File: src/rtl/fpu_op_sequencer_pkg.sv
// Shared definitions for the FPU op sequencer.
//   op_t        : opcodes understood by the mor1kx FPU core
//   rmode_t     : rounding modes forwarded to the core
//   err_t       : response error code
//   seq_state_t : sequencer FSM states
//   seq_req_t   : one buffered request {op, rmode, opa, opb, tag} at the
//                 default 32-bit operand / 4-bit tag widths
//   op_is_legal : true for the four opcodes the core executes
package fpu_op_sequencer_pkg;

  localparam int SEQ_WIDTH = 32;
  localparam int SEQ_TAG_W = 4;

  typedef enum logic [7:0] {
    OP_ADD = 8'h80,
    OP_SUB = 8'h81,
    OP_MUL = 8'h82,
    OP_DIV = 8'h83
  } op_t;

  typedef enum logic [1:0] {
    RM_NEAREST   = 2'd0,
    RM_ZERO      = 2'd1,
    RM_PLUS_INF  = 2'd2,
    RM_MINUS_INF = 2'd3
  } rmode_t;

  typedef enum logic [1:0] {
    ERR_OK    = 2'd0,
    ERR_ILLOP = 2'd1,
    ERR_TMO   = 2'd2
  } err_t;

  typedef enum logic [1:0] {
    ST_IDLE,
    ST_ISSUE,
    ST_WAIT,
    ST_RESP
  } seq_state_t;

  // The op field is kept as raw bits: illegal opcodes must be buffered
  // too, so they can be answered with an error in order.
  typedef struct packed {
    logic [7:0]           op;
    logic [1:0]           rmode;
    logic [SEQ_WIDTH-1:0] opa;
    logic [SEQ_WIDTH-1:0] opb;
    logic [SEQ_TAG_W-1:0] tag;
  } seq_req_t;

  function automatic logic op_is_legal(input logic [7:0] op);
    return (op == OP_ADD) || (op == OP_SUB) || (op == OP_MUL) || (op == OP_DIV);
  endfunction

endpackage

File: src/rtl/fpu_seq_fifo.sv
// Synchronous request FIFO for the FPU op sequencer.
//   clk, rst_n : clock, asynchronous active-low reset (pointers only)
//   push       : write wr_data (honoured when not full, or full with pop)
//   pop        : drop the head entry (honoured when not empty)
//   wr_data    : entry to write
//   rd_data    : head entry, valid whenever empty is low
//   full/empty : occupancy flags from the wrapping pointer compare
module fpu_seq_fifo
  import fpu_op_sequencer_pkg::*;
#(
  parameter int  DEPTH  = 4,
  parameter type item_t = seq_req_t
) (
  input  logic  clk,
  input  logic  rst_n,
  input  logic  push,
  input  logic  pop,
  input  item_t wr_data,
  output item_t rd_data,
  output logic  full,
  output logic  empty
);

  localparam int AW = $clog2(DEPTH);
  localparam logic [AW:0] PTR_ONE = {{AW{1'b0}}, 1'b1};

  item_t       mem [DEPTH];
  logic [AW:0] wr_ptr_reg;
  logic [AW:0] rd_ptr_reg;
  logic        do_push;
  logic        do_pop;

  // Pointers carry one extra wrap bit: equal pointers mean empty, equal
  // index with differing wrap bit means full.
  assign empty = (wr_ptr_reg == rd_ptr_reg);
  assign full  = (wr_ptr_reg[AW] != rd_ptr_reg[AW]) &&
                 (wr_ptr_reg[AW-1:0] == rd_ptr_reg[AW-1:0]);

  // A pop in the same cycle frees the slot, so a push while full is fine.
  assign do_pop  = pop & ~empty;
  assign do_push = push & (~full | do_pop);

  // The head is read combinationally: the sequencer pops and latches it
  // in the same cycle it first sees the FIFO non-empty.
  assign rd_data = mem[rd_ptr_reg[AW-1:0]];

  always_ff @(posedge clk) begin
    if (do_push) begin
      mem[wr_ptr_reg[AW-1:0]] <= wr_data;
    end
  end

  always_ff @(posedge clk or negedge rst_n) begin
    if (!rst_n) begin
      wr_ptr_reg <= '0;
      rd_ptr_reg <= '0;
    end else begin
      if (do_push) wr_ptr_reg <= wr_ptr_reg + PTR_ONE;
      if (do_pop)  rd_ptr_reg <= rd_ptr_reg + PTR_ONE;
    end
  end

endmodule

File: src/rtl/fpu_op_sequencer.sv
// FPU op sequencer: buffers ADD/SUB/MUL/DIV requests, issues them one at
// a time to the FPU core and returns result/flags/tag/error.
//   clk, rst_n          : clock, asynchronous active-low reset
//   req_valid_i/ready_o : request handshake (ready when a slot is free)
//   req_op/rmode/opa/opb/tag_i : request payload
//   rsp_valid_o/ready_i : response handshake, payload held while valid
//   rsp_result/flags/tag/err_o : response payload
//   fpu_start_o         : one-cycle start pulse to the core
//   fpu_op/rmode/opa/opb_o : operands to the core, held until next pop
//   fpu_done_i, fpu_result_i, fpu_flags_i : core completion
module fpu_op_sequencer
  import fpu_op_sequencer_pkg::*;
#(
  parameter int WIDTH   = 32,
  parameter int DEPTH   = 4,
  parameter int TAG_W   = 4,
  parameter int TMO_CYC = 64
) (
  input  logic             clk,
  input  logic             rst_n,
  input  logic             req_valid_i,
  output logic             req_ready_o,
  input  logic [7:0]       req_op_i,
  input  logic [1:0]       req_rmode_i,
  input  logic [WIDTH-1:0] req_opa_i,
  input  logic [WIDTH-1:0] req_opb_i,
  input  logic [TAG_W-1:0] req_tag_i,
  output logic             rsp_valid_o,
  input  logic             rsp_ready_i,
  output logic [WIDTH-1:0] rsp_result_o,
  output logic [7:0]       rsp_flags_o,
  output logic [TAG_W-1:0] rsp_tag_o,
  output logic [1:0]       rsp_err_o,
  output logic             fpu_start_o,
  output logic [7:0]       fpu_op_o,
  output logic [1:0]       fpu_rmode_o,
  output logic [WIDTH-1:0] fpu_opa_o,
  output logic [WIDTH-1:0] fpu_opb_o,
  input  logic             fpu_done_i,
  input  logic [WIDTH-1:0] fpu_result_i,
  input  logic [7:0]       fpu_flags_i
);

  // Same layout as seq_req_t, rebuilt at this instance's widths.
  typedef struct packed {
    logic [7:0]       op;
    logic [1:0]       rmode;
    logic [WIDTH-1:0] opa;
    logic [WIDTH-1:0] opb;
    logic [TAG_W-1:0] tag;
  } req_t;

  localparam int CW = (TMO_CYC > 2) ? $clog2(TMO_CYC) : 1;
  localparam logic [CW-1:0] TMO_LAST = CW'(TMO_CYC - 1);
  localparam logic [CW-1:0] CNT_ONE  = {{(CW-1){1'b0}}, 1'b1};

  seq_state_t       state_reg, state_next;
  logic             run_reg;
  logic [7:0]       op_reg;
  logic [1:0]       rmode_reg;
  logic [WIDTH-1:0] opa_reg, opb_reg;
  logic [TAG_W-1:0] tag_reg;
  logic [WIDTH-1:0] result_reg;
  logic [7:0]       flags_reg;
  err_t             err_reg;
  logic [CW-1:0]    tmo_cnt_reg, tmo_cnt_next;
  logic             tmo_hit;

  req_t wr_item, head;
  logic fifo_full, fifo_empty, push, pop;

  assign wr_item = '{op: req_op_i, rmode: req_rmode_i, opa: req_opa_i,
                     opb: req_opb_i, tag: req_tag_i};

  assign pop = (state_reg == ST_IDLE) && !fifo_empty;
  // run_reg keeps ready low through reset and for the release cycle's
  // edge; the pop term lets a push land in a full FIFO as the head leaves.
  assign req_ready_o = run_reg & (~fifo_full | pop);
  assign push        = req_valid_i & req_ready_o;

  fpu_seq_fifo #(
    .DEPTH  (DEPTH),
    .item_t (req_t)
  ) u_fifo (
    .clk     (clk),
    .rst_n   (rst_n),
    .push    (push),
    .pop     (pop),
    .wr_data (wr_item),
    .rd_data (head),
    .full    (fifo_full),
    .empty   (fifo_empty)
  );

  // The timeout fires on the WAIT cycle whose incremented count reaches
  // TMO_CYC-1, so the error response appears TMO_CYC cycles after start.
  assign tmo_cnt_next = tmo_cnt_reg + CNT_ONE;
  assign tmo_hit      = (tmo_cnt_next == TMO_LAST);

  always_ff @(posedge clk or negedge rst_n) begin
    if (!rst_n) state_reg <= ST_IDLE;
    else        state_reg <= state_next;
  end

  always_comb begin
    state_next = state_reg;
    case (state_reg)
      ST_IDLE: begin
        if (!fifo_empty) state_next = op_is_legal(head.op) ? ST_ISSUE : ST_RESP;
      end
      ST_ISSUE: state_next = ST_WAIT;
      ST_WAIT: begin
        if (fpu_done_i || tmo_hit) state_next = ST_RESP;
      end
      ST_RESP: begin
        if (rsp_ready_i) state_next = ST_IDLE;
      end
      default: state_next = ST_IDLE;
    endcase
  end

  always_ff @(posedge clk or negedge rst_n) begin
    if (!rst_n) begin
      run_reg     <= 1'b0;
      op_reg      <= '0;
      rmode_reg   <= '0;
      opa_reg     <= '0;
      opb_reg     <= '0;
      tag_reg     <= '0;
      result_reg  <= '0;
      flags_reg   <= '0;
      err_reg     <= ERR_OK;
      tmo_cnt_reg <= '0;
    end else begin
      run_reg <= 1'b1;
      case (state_reg)
        ST_IDLE: begin
          if (pop) begin
            op_reg     <= head.op;
            rmode_reg  <= head.rmode;
            opa_reg    <= head.opa;
            opb_reg    <= head.opb;
            tag_reg    <= head.tag;
            result_reg <= '0;
            flags_reg  <= '0;
            err_reg    <= op_is_legal(head.op) ? ERR_OK : ERR_ILLOP;
          end
        end
        ST_ISSUE: tmo_cnt_reg <= '0;
        ST_WAIT: begin
          // done beats a coincident timeout
          if (fpu_done_i) begin
            result_reg <= fpu_result_i;
            flags_reg  <= fpu_flags_i;
            err_reg    <= ERR_OK;
          end else begin
            tmo_cnt_reg <= tmo_cnt_next;
            if (tmo_hit) begin
              result_reg <= '0;
              flags_reg  <= '0;
              err_reg    <= ERR_TMO;
            end
          end
        end
        default: ;
      endcase
    end
  end

  assign fpu_start_o  = (state_reg == ST_ISSUE);
  assign rsp_valid_o  = (state_reg == ST_RESP);
  assign fpu_op_o     = op_reg;
  assign fpu_rmode_o  = rmode_reg;
  assign fpu_opa_o    = opa_reg;
  assign fpu_opb_o    = opb_reg;
  assign rsp_result_o = result_reg;
  assign rsp_flags_o  = flags_reg;
  assign rsp_tag_o    = tag_reg;
  assign rsp_err_o    = err_reg;

endmodule

File: config.mk
export PLATFORM = sky130hd
export DESIGN_NAME = fpu_op_sequencer
export DESIGN_NICKNAME = d
export VERILOG_FILES = /design/src/rtl/fpu_op_sequencer_pkg.sv /design/src/rtl/fpu_seq_fifo.sv /design/src/rtl/fpu_op_sequencer.sv
export SDC_FILE = /design/constraint.sdc
export NUM_CORES = 1
export LEC_CHECK = 0
export ABC_AREA = 1
export CAP_MARGIN = 20
export CORE_ASPECT_RATIO = 0.9
export CORE_MARGIN = 4
export CORE_UTILIZATION = 61
export CTS_BUF_LIST = sky130_fd_sc_hd__clkbuf_2 sky130_fd_sc_hd__clkbuf_4 sky130_fd_sc_hd__clkbuf_8
export DETAILED_ROUTE_END_ITERATION = 8
export DONT_BUFFER_PORTS = 1
export HOLD_SLACK_MARGIN = 0.02
export PLACE_DENSITY = 0.84
export SLEW_MARGIN = 20
export SYNTH_ARGS = -nofsm -noshare
export SYNTH_HDL_FRONTEND = slang
export SYNTH_HIERARCHICAL = 1
export SYNTH_SLANG_ARGS = --single-unit
File: constraint.sdc
create_clock -name clk -period 11.9 [get_ports clk]
set_clock_uncertainty 0.05 [all_clocks]
set_input_delay 1.785 -clock clk [delete_from_list [all_inputs] [get_ports clk]]
set_output_delay 1.785 -clock clk [all_outputs]
set_load 0.02 [all_outputs]
-- Word-level counts from Yosys, hierarchy flattened
Memory sizes are Yosys's and may differ from the RTL's.
Index checks and enable logic that the tools add are counted.
W data, S select, Z words.
- register bits: 135
- bits in writable memories: 312
- bits of input ports: 123
- output and inout bits: 123
- word-level logic and storage cells: 78
- memories: 1
- memory list (name ; words ; width ; read ports ; clocked after Yosys merged registers in ; write ports ; line ; text):
    u_fifo.mem ; 4 ; 78 ; 1 ; 0 ; 1 ; fpu_seq_fifo.sv:27 ; item_t mem [DEPTH];
- add/sub/neg operators: 3
- equal/unequal tests: 17
- muxes and demuxes: 22
- bitwise logic cells: 8
- reduce and logical (&&, ||, !) cells: 14
- operators by type and width (operator ; count):
    $mux W32 ; 3
    $pmux W32 S2 ; 1
    $eq A8 B8 Y1 const B ; 4
    $mux W8 ; 3
    $pmux W8 S2 ; 1
    $mux W2 ; 7
    $pmux W6 S2 ; 1
    $ne A2 B2 Y1 const B ; 4
    $pmux W2 S4 ; 1
    $add A3 B1 Y3 const B ; 2
    $add A6 B1 Y6 const B ; 1
    $eq A6 B6 Y1 const B ; 1
    $mux W6 ; 1
    $reduce_and A3 Y1 ; 2
    $and A1 B1 Y1 ; 4
    $eq A2 B2 Y1 const B ; 2
    $logic_or A1 B1 Y1 ; 4
    $pmux W2 S2 ; 1
    $reduce_and A2 Y1 ; 2
    $reduce_bool A2 Y1 ; 2
    $eq A3 B3 Y1 ; 1
    $mux W1 ; 3
    $ne A3 B3 Y1 const B ; 1
    $eq A2 B1 Y1 const B ; 1
    8 further kinds ; 11

-- Longest topological paths before layout
Gate-level depths: netlist of the first run.
- depth after elaboration: 9
- depth in mapped cells: 13

-- Cells and area by module
The synthesis of the first run kept the hierarchy.
- modules (own cells, without submodules) (module ; instances ; cells each ; area each (µm²)):
    fpu_seq_fifo ; 1 ; 814 ; 11964.0
    fpu_op_sequencer ; 1 ; 589 ; 5321.4

-- Least setup slack after synthesis of the first run
Ideal clock, no wire load.
- path type: input-to-reg
- start: in req_valid_i
- end: mem u_fifo/mem[0][0] (netlist name), enable pin
- library setup time: 515 ps
- arrival time: 5342 ps
- path slack: 5994 ps
- stages on the path: 3
- buffers on the path: 0
- cells stage by stage: and2_1 > nand2_4 > nor2_1
- cells in the longest elaborated chain, start to end: 4
- ends and longest elaborated chain (item ; line ; text):
    start: declaration ; fpu_op_sequencer.sv:21 ; input logic req_valid_i,
    $and A1 B1 Y1 ; fpu_op_sequencer.sv:79 ; assign push = req_valid_i & req_ready_o;
    $and A1 B1 Y1 ; fpu_seq_fifo.sv:41 ; assign do_push = push & (~full | do_pop);
    $mux W1 ; fpu_seq_fifo.sv:48 ; if (do_push) begin
    $mux W1 (implied by the code) ; fpu_seq_fifo.sv:49 ; mem[wr_ptr_reg[AW-1:0]] <= wr_data;
    end: declaration ; fpu_seq_fifo.sv:27 ;
No other way between the ends.

-- Final worst setup path of the first run
- start: reg u_fifo.rd_ptr_reg[0]
- end: mem u_fifo/mem[1][69] (netlist name), enable pin
- cells in the longest elaborated chain, start to end: 9
- elaborated cells on any way between the ends: 15
- ends and longest elaborated chain (item ; line ; text):
    start: declaration ; fpu_seq_fifo.sv:29 ; logic [AW:0] rd_ptr_reg;
    start signal: assignment ; fpu_seq_fifo.sv:59 ; if (do_pop) rd_ptr_reg <= rd_ptr_reg + PTR_ONE;
    $eq A3 B3 Y1 (*) ; fpu_seq_fifo.sv:35 ; assign empty = (wr_ptr_reg == rd_ptr_reg);
    net fifo_empty ; fpu_op_sequencer.sv:70 ; logic fifo_full, fifo_empty, push, pop;
    $logic_not A1 Y1 ; -- ;
    $logic_and A1 B1 Y1 ; fpu_op_sequencer.sv:75 ; assign pop = (state_reg == ST_IDLE) && !fifo_empty;
    $or A1 B1 Y1 ; fpu_op_sequencer.sv:78 ; assign req_ready_o = run_reg & (~fifo_full | pop);
    $and A1 B1 Y1 ; fpu_op_sequencer.sv:78 ;
    $and A1 B1 Y1 ; fpu_op_sequencer.sv:79 ;
    $and A1 B1 Y1 (*) ; fpu_seq_fifo.sv:41 ;
    $mux W1 (*) ; fpu_seq_fifo.sv:48 ;
    $mux W1 (implied by the code) (*) ; fpu_seq_fifo.sv:49 ;
Mark *: on every way through the listed nets, which the timed path passes. The rest lies on a longest branch.

==> key figures, run 1 <==
Critical path
  • Depth of the worst register-to-register path: 12
  • Sequence of cells on the critical path: inv_4 -> nand2_1 -> nand2_2 -> nand3_2 -> inv_1 -> nor2_4 -> buf_4 -> inv_1 -> nand4_4 -> nand2_4 -> nor2_4 -> buf_4
  • Longest individual stage delay on the worst path: 0.77 ns
  • Worst-path fanout max: 80
  • Worst endpoint data arrival time: 5.09 ns
  • Sort of element at the end of the critical path: register
  • Kind of launch point of the worst setup path: register
  • R2R Path Start: u_fifo/rd_ptr_reg[0]$_DFFE_PN0P_
  • Highest-delay cell along the critical path: dfrtp_4
  • Critical R2R Capture: u_fifo/mem[1][69]$_DFFE_PP_
  • Crit path kind: reg -> reg
  • Data required time of the worst path: 12.04 ns
  • Register-to-register path setup slack: 6.96 ns

Yosys
  • Top cells by area in the synthesized netlist: edfxtp_1, dfrtp_1, nand2_1
  • Top cell type by total area after synthesis: edfxtp_1
  • Sequential area share after synthesis: 73.75%
  • Yosys top cell area share: 54.20%
  • Number of synthesized register bits: 447
  • Count of mapped cells out of synthesis: 1403
  • Synth warnings: 6
  • Syn_nets: 1537
  • Synth Cell Area: 17290 um2
  • Post-synth cell types: 34
  • Mean Syn Cell Area: 12.32 um2

Timing
  • Total count of hold-check failures in the final report: 0
  • Transition time of the tightest slew-check pin: 1.084 ns
  • Share of the clock period used by the worst path after layout: 41.55%
  • Setup TNS: 0 ns
  • Final min period: 4.945 ns
  • Post-route worst setup slack: 6.955 ns
  • Pins Over Slew Limit: 0
  • Worst slew margin relative to its limit: 27.74%
  • RSZ-0062 raised after global routing: no
  • Hold Slack: 0.4872 ns
  • Fmax: 202.2 MHz
  • Final setup vio count: 0

CTS
  • TritonCTS clock tree: built
  • Number of sinks handled by clock tree synthesis: 447
  • Number of hold-repair buffers added at the cts stage: 0
  • Total CTS buffers: 68
  • Root cell of the clock tree: clkbuf_8
  • Clock network latency to the later pin of the worst-skew pair: 0.59 ns
  • Number of post-CTS setup repair buffers: 0
  • # resized after CTS: 0
  • CTS clk-pin slew, worst paths: 0.06 ns
  • Max Root-Sink Buffers: 3
  • Number of H-tree levels: 3

Job
  • Max Cap Viol: 0

Route
  • Number of vias per cell: 5.830
  • Routed vias: 10620
  • Starting DRC count in detailed routing: 888
  • Count of nets left with antenna violations after detail routing: 0
  • Average routed wire per standard cell: 20.72 um
  • Number of remaining DRC errors: 0
  • Detailed-routing iteration count for the pre-antenna-repair pass: 5
  • Drt total wl: 37750 um

Min path
  • Beginning of the worst hold path: tmo_cnt_reg[5]$_DFFE_PN0P_
  • Min-Delay Path Depth: 2
  • Terminating pin of the worst hold path: tmo_cnt_reg[5]$_DFFE_PN0P_
  • Kind of path behind the tightest hold check: reg -> reg

Layout
  • Fin area: 19000 um2
  • Final core utilization: 68.01%
  • Number of standard cells in the layout, taps in and fillers out: 1822
  • Max FFs per register: 312
  • Final net count: 1540
  • Ant. Diodes: 0
  • Growth of design area from synthesis to finish: 9.924%
  • Fraction of final layout cells with drive strength greater than 1: 13.47%

Floorplan
  • Number of rows created at floorplan: 58
  • Die area: 31100 um2
  • Num ports: 246
  • Y dimension of the die: 167.7 um
  • Starting density of the core: 61.87%
  • Area of the core: 27940 um2
  • Horizontal die dimension: 185.4 um

Placement
  • Placed cell count: 1694
  • Quantity of I/O buffers inserted on ports: 0
  • Placer Congestion: 0.7994
  • Final HPWL DP: 22550 um
  • Instance area at placement: 17430 um2
  • Pre-CTS worst setup slack: 6.742 ns

Power
  • PD cells: 273.9 nW/um2
  • Sum of internal, switching and leakage power: 5.204 mW
  • Reported leakage power: 7.280 nW
  • Max IR drop VDD: 0.1739 mV

Global route
  • Total congestion overflow after global routing: 0
  • Number of antenna violations at the first check in global routing: 1
  • Vias in the first global route: 10590
  • Global routing usage summed across all routing layers: 23.85%
  • Largest net degree at the start of global routing: 136
  • Wire length of the first global-routing pass: 58150 um

Outcome
  • Result of the run: finished, final reports clean
-- where the power goes --
group	total (mW)	internal [mW]	leakage (nW)	switching (mW)
clock	1.34	0.766	0.803	0.577
sequential	2.47	2.02	4.56	0.449
combinational	1.39	0.395	1.92	1.00
total	5.20	3.18	7.28	2.03
-- critical path: cells and delay by family (launching register included) --
| family | cells | cell delay [ns] |
|---|---|---|
| and+or+nand+nor | 7 | 1.53 |
| DFF | 1 | 0.77 |
| buffers and inverters | 5 | 2.08 |
-- cell usage after synthesis, drive strengths merged --
master,n
nor2,167
edfxtp,312
inv,30
and2,1
o22ai,79
nand3,14
conb,1
xnor2,1
dfrtp,135
ha,11
o21bai,1
nand2,354
o21a,1
or2,1
clkbuf,40
xor2,3
buf,40
nand4,4
o21ai,206
a32o,1
a21boi,1
-- cells by family (layout without fill, tap and decap cells) --
logic type	count (synthesis)	in the layout	share of synthesized area [%]
other	1	1	0.02169
buffers and inverters	110	169	3.257
XOR/XNOR	4	4	0.2462
adder cells (fa/ha/maj)	11	11	0.7962
flip-flops	447	447	73.75
AND/OR/NAND/NOR	541	541	12.44
AO/OA/AOI/OAI	289	289	9.490
-- final cells by class --
type	instances	area, um2
fillers	1849	8939
clock inverters	16	131.4
repair buffers	13	150.1
flip-flops and latches	447	12750
inverters	30	116.4
clock buffers	110	1383
well taps	360	450.4
multi-input cells	846	4018
-- how the worst max path moves through the flow --
stage                                                start                          end  slack, ns  cells past startpoint
after detailed placement  u_fifo/rd_ptr_reg[0]$_DFFE_PN0P_   u_fifo/mem[0][5]$_DFFE_PP_       6.74                     12
after floorplan                                req_valid_i   u_fifo/mem[0][0]$_DFFE_PP_       5.99                      3
after global placement    u_fifo/rd_ptr_reg[0]$_DFFE_PN0P_  u_fifo/mem[3][56]$_DFFE_PP_       6.87                     12
after global routing      u_fifo/rd_ptr_reg[0]$_DFFE_PN0P_  u_fifo/mem[1][63]$_DFFE_PP_       6.59                     12
after CTS                 u_fifo/rd_ptr_reg[0]$_DFFE_PN0P_  u_fifo/mem[0][65]$_DFFE_PP_       6.73                     12
final                     u_fifo/rd_ptr_reg[0]$_DFFE_PN0P_  u_fifo/mem[1][69]$_DFFE_PP_       6.96                     12
-- routing by layer --
metal  part of all wire [%]  wire length (um)  track usage (%)
met5                  0.029                11                0
met4                    2.6               974            8.200
met3                     12              4389            8.601
met2                     47             17910            37.46
met1                     38             14460            31.18
-- layout by cell type, fill, tap and decap left out, drive strengths merged --
cell,netlist,layout
o21ai,206,206
or2,1,1
nand4,4,4
bufinv,0,1
o22ai,79,79
nand2,354,354
xnor2,1,1
nand3,14,14
nor2,167,167
clkbuf,40,110
clkinvlp,0,1
ha,11,11
xor2,3,3
a32o,1,1
clkinv,0,11
inv,30,33
o21a,1,1
edfxtp,312,312
buf,40,13
a21boi,1,1
and2,1,1
conb,1,1
o21bai,1,1
dfrtp,135,135
Note: power is estimated with default switching activity, not from simulation.
==> inputs of run 2 (changes only) <==
--- a/config.mk
+++ b/config.mk
@@ -9,12 +9,12 @@
 export CAP_MARGIN = 20
 export CORE_ASPECT_RATIO = 0.9
 export CORE_MARGIN = 4
-export CORE_UTILIZATION = 61
+export CORE_UTILIZATION = 59
 export CTS_BUF_LIST = sky130_fd_sc_hd__clkbuf_2 sky130_fd_sc_hd__clkbuf_4 sky130_fd_sc_hd__clkbuf_8
 export DETAILED_ROUTE_END_ITERATION = 8
 export DONT_BUFFER_PORTS = 1
 export HOLD_SLACK_MARGIN = 0.02
-export PLACE_DENSITY = 0.84
+export PLACE_DENSITY = 0.85
 export SLEW_MARGIN = 20
 export SYNTH_ARGS = -nofsm -noshare
 export SYNTH_HDL_FRONTEND = slang
==> constraint.sdc (replaced) <==
create_clock -name clk -period 4.15 [get_ports clk]
set_clock_uncertainty 0.05 [all_clocks]
set_input_delay 0.6225 -clock clk [delete_from_list [all_inputs] [get_ports clk]]
set_output_delay 0.6225 -clock clk [all_outputs]
set_load 0.02 [all_outputs]
==> run 2 against run 1 <==
Compared with the run above: routed wire length up 2.7%; non-clock buffer count up 6; total power rose to 2.9 times the previous value; clock power rose to 2.9 times the previous value; count of clock-buffer cells in the layout down 2.
==> key figures, run 2 (synthesis gave the netlist of run 1 again) <==
Outcome
  • Result of the run: finished, final reports clean

Power
  • Net switching component of the power: 5.907 mW
  • PD cells: 789.5 nW/um2
  • Max IR drop VDD: 0.5219 mV
  • Sequential group share of total power: 46.6%
  • Switching portion of total power: 39.13%
  • Reported leakage power: 7.319 nW
  • Cell-internal power: 9.189 mW
  • Relative contribution of combinational cells to total power: 27.4%
  • Clock network fraction of total power: 26.0%

Route
  • Number of remaining DRC errors: 0
  • Average routed wire per standard cell: 20.78 um
  • Detailed-routing iteration count for the pre-antenna-repair pass: 5
  • Drt total wl: 38760 um
  • Routed vias: 10810
  • Number of vias per cell: 5.794
  • Starting DRC count in detailed routing: 872
  • Count of nets left with antenna violations after detail routing: 0

Floorplan
  • Area of the core: 28860 um2
  • Y dimension of the die: 170.4 um
  • Die area: 32100 um2
  • Horizontal die dimension: 188.4 um
  • Starting density of the core: 59.89%
  • Number of rows created at floorplan: 59
  • Num ports: 246

CTS
  • CTS clk-pin slew, worst paths: 0.07 ns
  • Max Root-Sink Buffers: 3
  • TritonCTS clock tree: built
  • Number of H-tree levels: 3
  • Clock network latency to the later pin of the worst-skew pair: 0.59 ns
  • Root cell of the clock tree: clkbuf_8
  • Total CTS buffers: 70
  • Number of post-CTS setup repair buffers: 0
  • Number of sinks handled by clock tree synthesis: 447

Critical path
  • Register-to-register path setup slack: 0.75 ns
  • Delay-heaviest family, CP: simple AND/OR/NAND/NOR gates
  • Depth of the worst register-to-register path: 13
  • Sequence of cells on the critical path: inv_1 -> nand2_1 -> nand2_1 -> inv_1 -> nand3_2 -> inv_1 -> nor2_4 -> buf_4 -> inv_1 -> nand4_4 -> nand2_4 -> nor2_4 -> buf_12
  • R2R Path Start: u_fifo/wr_ptr_reg[2]$_DFFE_PN0P_
  • Data required time of the worst path: 4.36 ns
  • Kind of launch point of the worst setup path: register
  • Critical R2R Capture: u_fifo/mem[3][53]$_DFFE_PP_
  • Worst endpoint data arrival time: 3.61 ns
  • Cell occurring most often along the worst timing path: inv_1
  • Sort of element at the end of the critical path: register
  • Longest individual stage delay on the worst path: 0.64 ns
  • Buffers and inverters on the worst path: 6
  • Worst-path fanout max: 50
  • Crit path kind: reg -> reg
  • Highest-delay cell along the critical path: nor2_4

Global route
  • Number of antenna violations at the first check in global routing: 1
  • Total congestion overflow after global routing: 0
  • Largest net degree at the start of global routing: 136
  • Wire length of the first global-routing pass: 59530 um
  • Global routing usage summed across all routing layers: 23.69%
  • Vias in the first global route: 10920

Timing
  • RSZ-0062 raised after global routing: no
  • Share of the clock period used by the worst path after layout: 81.92%
  • Hold Slack: 0.06135 ns
  • Total count of hold-check failures in the final report: 0
  • Final setup vio count: 0
  • Transition time of the tightest slew-check pin: 1.043 ns
  • Fmax: 294.1 MHz
  • Pins Over Slew Limit: 0
  • Worst slew margin relative to its limit: 30.46%
  • Final min period: 3.400 ns

Placement
  • Quantity of I/O buffers inserted on ports: 0
  • Placed cell count: 1736
  • Placer Congestion: 0.8034
  • Final HPWL DP: 23000 um

Min path
  • Terminating pin of the worst hold path: u_fifo/mem[3][1]$_DFFE_PP_
  • Min-Delay Path Depth: 0
  • Beginning of the worst hold path: req_tag_i[1]
  • Kind of path behind the tightest hold check: in -> reg

Layout
  • Most common cell after layout, fill and taps aside: nand2_1
  • Most frequent cells in the layout: nand2_1, edfxtp_1, nor2_1
  • Growth of design area from synthesis to finish: 10.61%
  • Ant. Diodes: 0
  • Max FFs per register: 312
  • Number of standard cells in the layout, taps in and fillers out: 1865
  • Fraction of final layout cells with drive strength greater than 1: 13.89%
  • Final net count: 1548

Job
  • Max Cap Viol: 0
-- run 2: changes by cell type in the layout (fill, tap and decap cells not counted), sizes merged --
cell	delta
clkinvlp	+1
bufinv	+2
clkinv	+1
dlygate4sd3	+1
inv	-1
buf	+5
clkbuf	-2
-- run 2: metrics by stage --
step	setup TNS (ns)	setup slack (ns)	util (%)	power (mW)	cell area, um2
global placement	0	0.9286	60.79	10.94	17550
detailed placement	0	0.8176	60.79	11.18	17550
global route	0	0.5738	66.24	15.95	19120
finish	0	0.7503	66.24	15.10	19120
floorplan	-122.37	-0.3922	-	10.19	17300
CTS	0	0.7626	66.24	15.17	19120
-- run 2: area by class of cell --
class,instances,area [um2]
inverters,30,116.4
clock inverters,19,198.9
well taps,396,495.5
multi-input cells,846,4018
repair buffers,19,202.7
flip-flops and latches,447,12750
fillers,1913,9744
clock buffers,108,1336
-- run 2: power groups by stage --
stage,clock (mW),combinational (mW),sequential (mW)
finish,3.92,4.14,7.03
global route,4.20,4.63,7.12
CTS,4.00,4.14,7.04
detailed placement,0,4.07,7.11
global placement,0,3.86,7.08
floorplan,0,3.27,6.92
-- run 2: how the worst max path moves through the flow --
stage / start / endpoint / slack, ns / depth (start not counted)
after floorplan: u_fifo/rd_ptr_reg[0]$_DFFE_PN0P_ / u_fifo/mem[0][0]$_DFFE_PP_ / -0.39 / 12
after detailed placement: u_fifo/wr_ptr_reg[2]$_DFFE_PN0P_ / u_fifo/mem[3][57]$_DFFE_PP_ / 0.82 / 13
after global routing: u_fifo/wr_ptr_reg[0]$_DFFE_PN0P_ / u_fifo/mem[3][59]$_DFFE_PP_ / 0.57 / 12
after CTS: u_fifo/wr_ptr_reg[2]$_DFFE_PN0P_ / u_fifo/mem[3][53]$_DFFE_PP_ / 0.76 / 13
final: u_fifo/wr_ptr_reg[2]$_DFFE_PN0P_ / u_fifo/mem[3][53]$_DFFE_PP_ / 0.75 / 13
after global placement: u_fifo/wr_ptr_reg[2]$_DFFE_PN0P_ / u_fifo/mem[3][30]$_DFFE_PP_ / 0.93 / 13
-- run 2: timing repair --
action | 4_1_cts | 5_1_grt
hold buffers | 2 | 0
resized for setup | 0 | 0
hold endpoints to repair | 135 | 0
-- run 2: metal layers --
layer	vias up	GRT usage (%)	wire length [um]
li1	4914	-	-
met1	5200	29.28	14500
met2	596	37.60	18280
met3	94	9.926	4767
met4	2	9.566	1195
met5	-	0	13
==> inputs of run 3 (changes only) <==
==> constraint.sdc (replaced) <==
create_clock -name clk -period 2.95 [get_ports clk]
set_clock_uncertainty 0.05 [all_clocks]
set_input_delay 0.4425 -clock clk [delete_from_list [all_inputs] [get_ports clk]]
set_output_delay 0.4425 -clock clk [all_outputs]
set_load 0.02 [all_outputs]
==> run 3 against run 2 <==
Compared with the run above: routed wire length increased by 4.6%; clock power increased by 37%; worst setup slack got worse by 0.43 ns; total power increased by 42%; global-route usage increased by 1.1 points; sequential cell count unchanged; the flow now finishes with violations (hold timing); via count increased by 6.1%; sequential share of layout area decreased by 3.7 points; first-iteration DRC count increased by 36%; combinational power increased by 48%; fmax increased by 29%; cell count increased by 6.4%; critical endpoint is now u_fifo/mem[0][55]$_DFFE_PP_.
==> key figures, run 3 (synthesis gave the netlist of run 1 again) <==
Outcome
  • Result of the run: finished, violations left
  • Violated checks: hold timing

Power
  • PD cells: 1058 nW/um2
  • Reported leakage power: 7.768 nW
  • Max IR drop VDD: 0.8140 mV
  • Sum of internal, switching and leakage power: 21.42 mW

Layout
  • Filler cell count: 1760
  • Fraction of final layout cells with drive strength greater than 1: 12.42%
  • Most frequent cells in the layout: nand2_1, edfxtp_1, nor2_1
  • Most common cell after layout, fill and taps aside: nand2_1
  • Max FFs per register: 312
  • Growth of design area from synthesis to finish: 17.16%
  • Final net count: 1662
  • Final core utilization: 70.16%

Floorplan
  • Area of the core: 28860 um2
  • Number of rows created at floorplan: 59
  • Starting density of the core: 59.89%
  • Die area: 32100 um2
  • Y dimension of the die: 170.4 um
  • Num ports: 246
  • Horizontal die dimension: 188.4 um

Placement
  • Quantity of I/O buffers inserted on ports: 0
  • Final HPWL DP: 22090 um
  • Placer Congestion: 0.8600

Timing
  • Final min period: 2.626 ns
  • RSZ-0062 raised after global routing: no
  • Pins Over Slew Limit: 0
  • Worst slew margin relative to its limit: 32.80%
  • Final setup vio count: 0
  • Hold Slack: -0.4967 ns
  • Transition time of the tightest slew-check pin: 1.008 ns
  • Share of the clock period used by the worst path after layout: 89.03%
  • Fmax: 380.8 MHz
  • Total count of hold-check failures in the final report: 135

Global route
  • Number of antenna violations at the first check in global routing: 8
  • Vias in the first global route: 11490
  • Global routing usage summed across all routing layers: 24.75%
  • Wire length of the first global-routing pass: 62860 um
  • Total congestion overflow after global routing: 0
  • Largest net degree at the start of global routing: 158

Critical path
  • Critical Path Start: u_fifo/wr_ptr_reg[2]$_DFFE_PN0P_
  • Kind of launch point of the worst setup path: register
  • Data required time of the worst path: 3.12 ns
  • Sort of element at the end of the critical path: register
  • Crit path kind: reg -> reg
  • Worst-path fanout max: 78
  • Worst endpoint data arrival time: 2.80 ns
  • R2R Path Start: u_fifo/wr_ptr_reg[2]$_DFFE_PN0P_

CTS
  • Root cell of the clock tree: clkbuf_8
  • Number of H-tree levels: 3
  • # resized after CTS: 0
  • TritonCTS clock tree: built
  • Clock network latency to the later pin of the worst-skew pair: 0.61 ns
  • Max Root-Sink Buffers: 3
  • Number of sinks handled by clock tree synthesis: 447
  • CTS clk-pin slew, worst paths: 0.06 ns
  • Total CTS buffers: 70

Min path
  • Kind of path behind the tightest hold check: in -> async

Route
  • Detailed-routing iteration count for the pre-antenna-repair pass: 5
  • Starting DRC count in detailed routing: 1186
  • Average routed wire per standard cell: 20.44 um
  • Count of nets left with antenna violations after detail routing: 0
  • Number of remaining DRC errors: 0
  • Routed vias: 11460
  • Number of vias per cell: 5.777
  • Drt total wl: 40560 um

Job
  • Max Cap Viol: 0
## run 3: changes by cell type in the layout (fill, tap and decap cells not counted), sizes merged
cell and change:
inv +4, clkbuf -12, dlygate4sd3 +116, buf -2, clkinv +13, clkinvlp -1, bufinv -1, diode +2
## run 3: critical path, cell delays in order, from the launching register on
cell and delay (ns):
dfrtp_1 0.42, inv_1 0.07, nand2_1 0.05, nand2_1 0.13
inv_1 0.08, nand3_2 0.12, inv_2 0.07, nor2_4 0.14
inv_4 0.05, a21boi_4 0.15, and2_4 0.21, nand2_8 0.09
nor2_4 0.13, buf_12 0.38
## run 3: power by group
group / leakage, nW / switching (mW) / internal (mW)
sequential: 4.56 / 1.77 / 8.13
clock: 0.776 / 2.46 / 2.92
combinational: 2.43 / 4.35 / 1.79
## run 3: per-layer routing
metal / track usage, % / part of all wire [%] / up-vias
li1: - / - / 5149
met3: 8.614 / 10 / 115
met2: 40.54 / 48 / 642
met4: 7.634 / 2.7 / 12
met5: 0 / 0.20 / -
met1: 31.77 / 38 / 5544
## run 3: path summary, 6_finish.rpt
| kind | depth (start not counted) | slack, ns | endpoint |
|---|---|---|---|
| max in group asynchronous | 0 | 3.16 | fpu_opb_o[28]$_DFFE_PN0P_ |
| min | 0 | -0.50 | rsp_result_o[10]$_DFFE_PN0P_ |
| max | 13 | 0.32 | u_fifo/mem[0][55]$_DFFE_PP_ |
| min reg2reg | 2 | 0.49 | tmo_cnt_reg[5]$_DFFE_PN0P_ |
| min in group clk | 2 | 0.05 | rsp_flags_o[2]$_DFFE_PN0P_ |
| max reg2reg | 13 | 0.32 | u_fifo/mem[0][55]$_DFFE_PP_ |
## run 3: through the flow
step           hold slack, ns  cell area, um2  setup TNS, ns  setup WS, ns  cells
2_1_floorplan         0.09691           17360         -92.96       -0.3138   1403
3_3_place_gp           0.1013           17600              0        0.4747   1735
3_5_place_dp           0.1016           17600              0        0.3794   1735
4_1_cts               -0.5412           20240              0        0.3598   1981
5_1_grt               -0.5526           20250              0        0.1915   1984
6_report              -0.4967           20250              0        0.3237   1984
## run 3: area by class of cell
cell class,instances,area (um2),share of cell area (%)
inverter,30,117.6,0.5808
antenna,2,5.005,0.02471
tap,396,495.5,2.447
clock buffer,96,1221,6.030
timing repair buffer,133,1366,6.747
multi-input combinational,846,4043,19.96
clock inverter,34,250.2,1.236
sequential,447,12750,62.97
## run 3: what timing repair did
item                       CTS  global route
buffers inserted             0             0
hold buffers               116             1
setup endpoints to repair    0             0
hold endpoints to repair   485           136
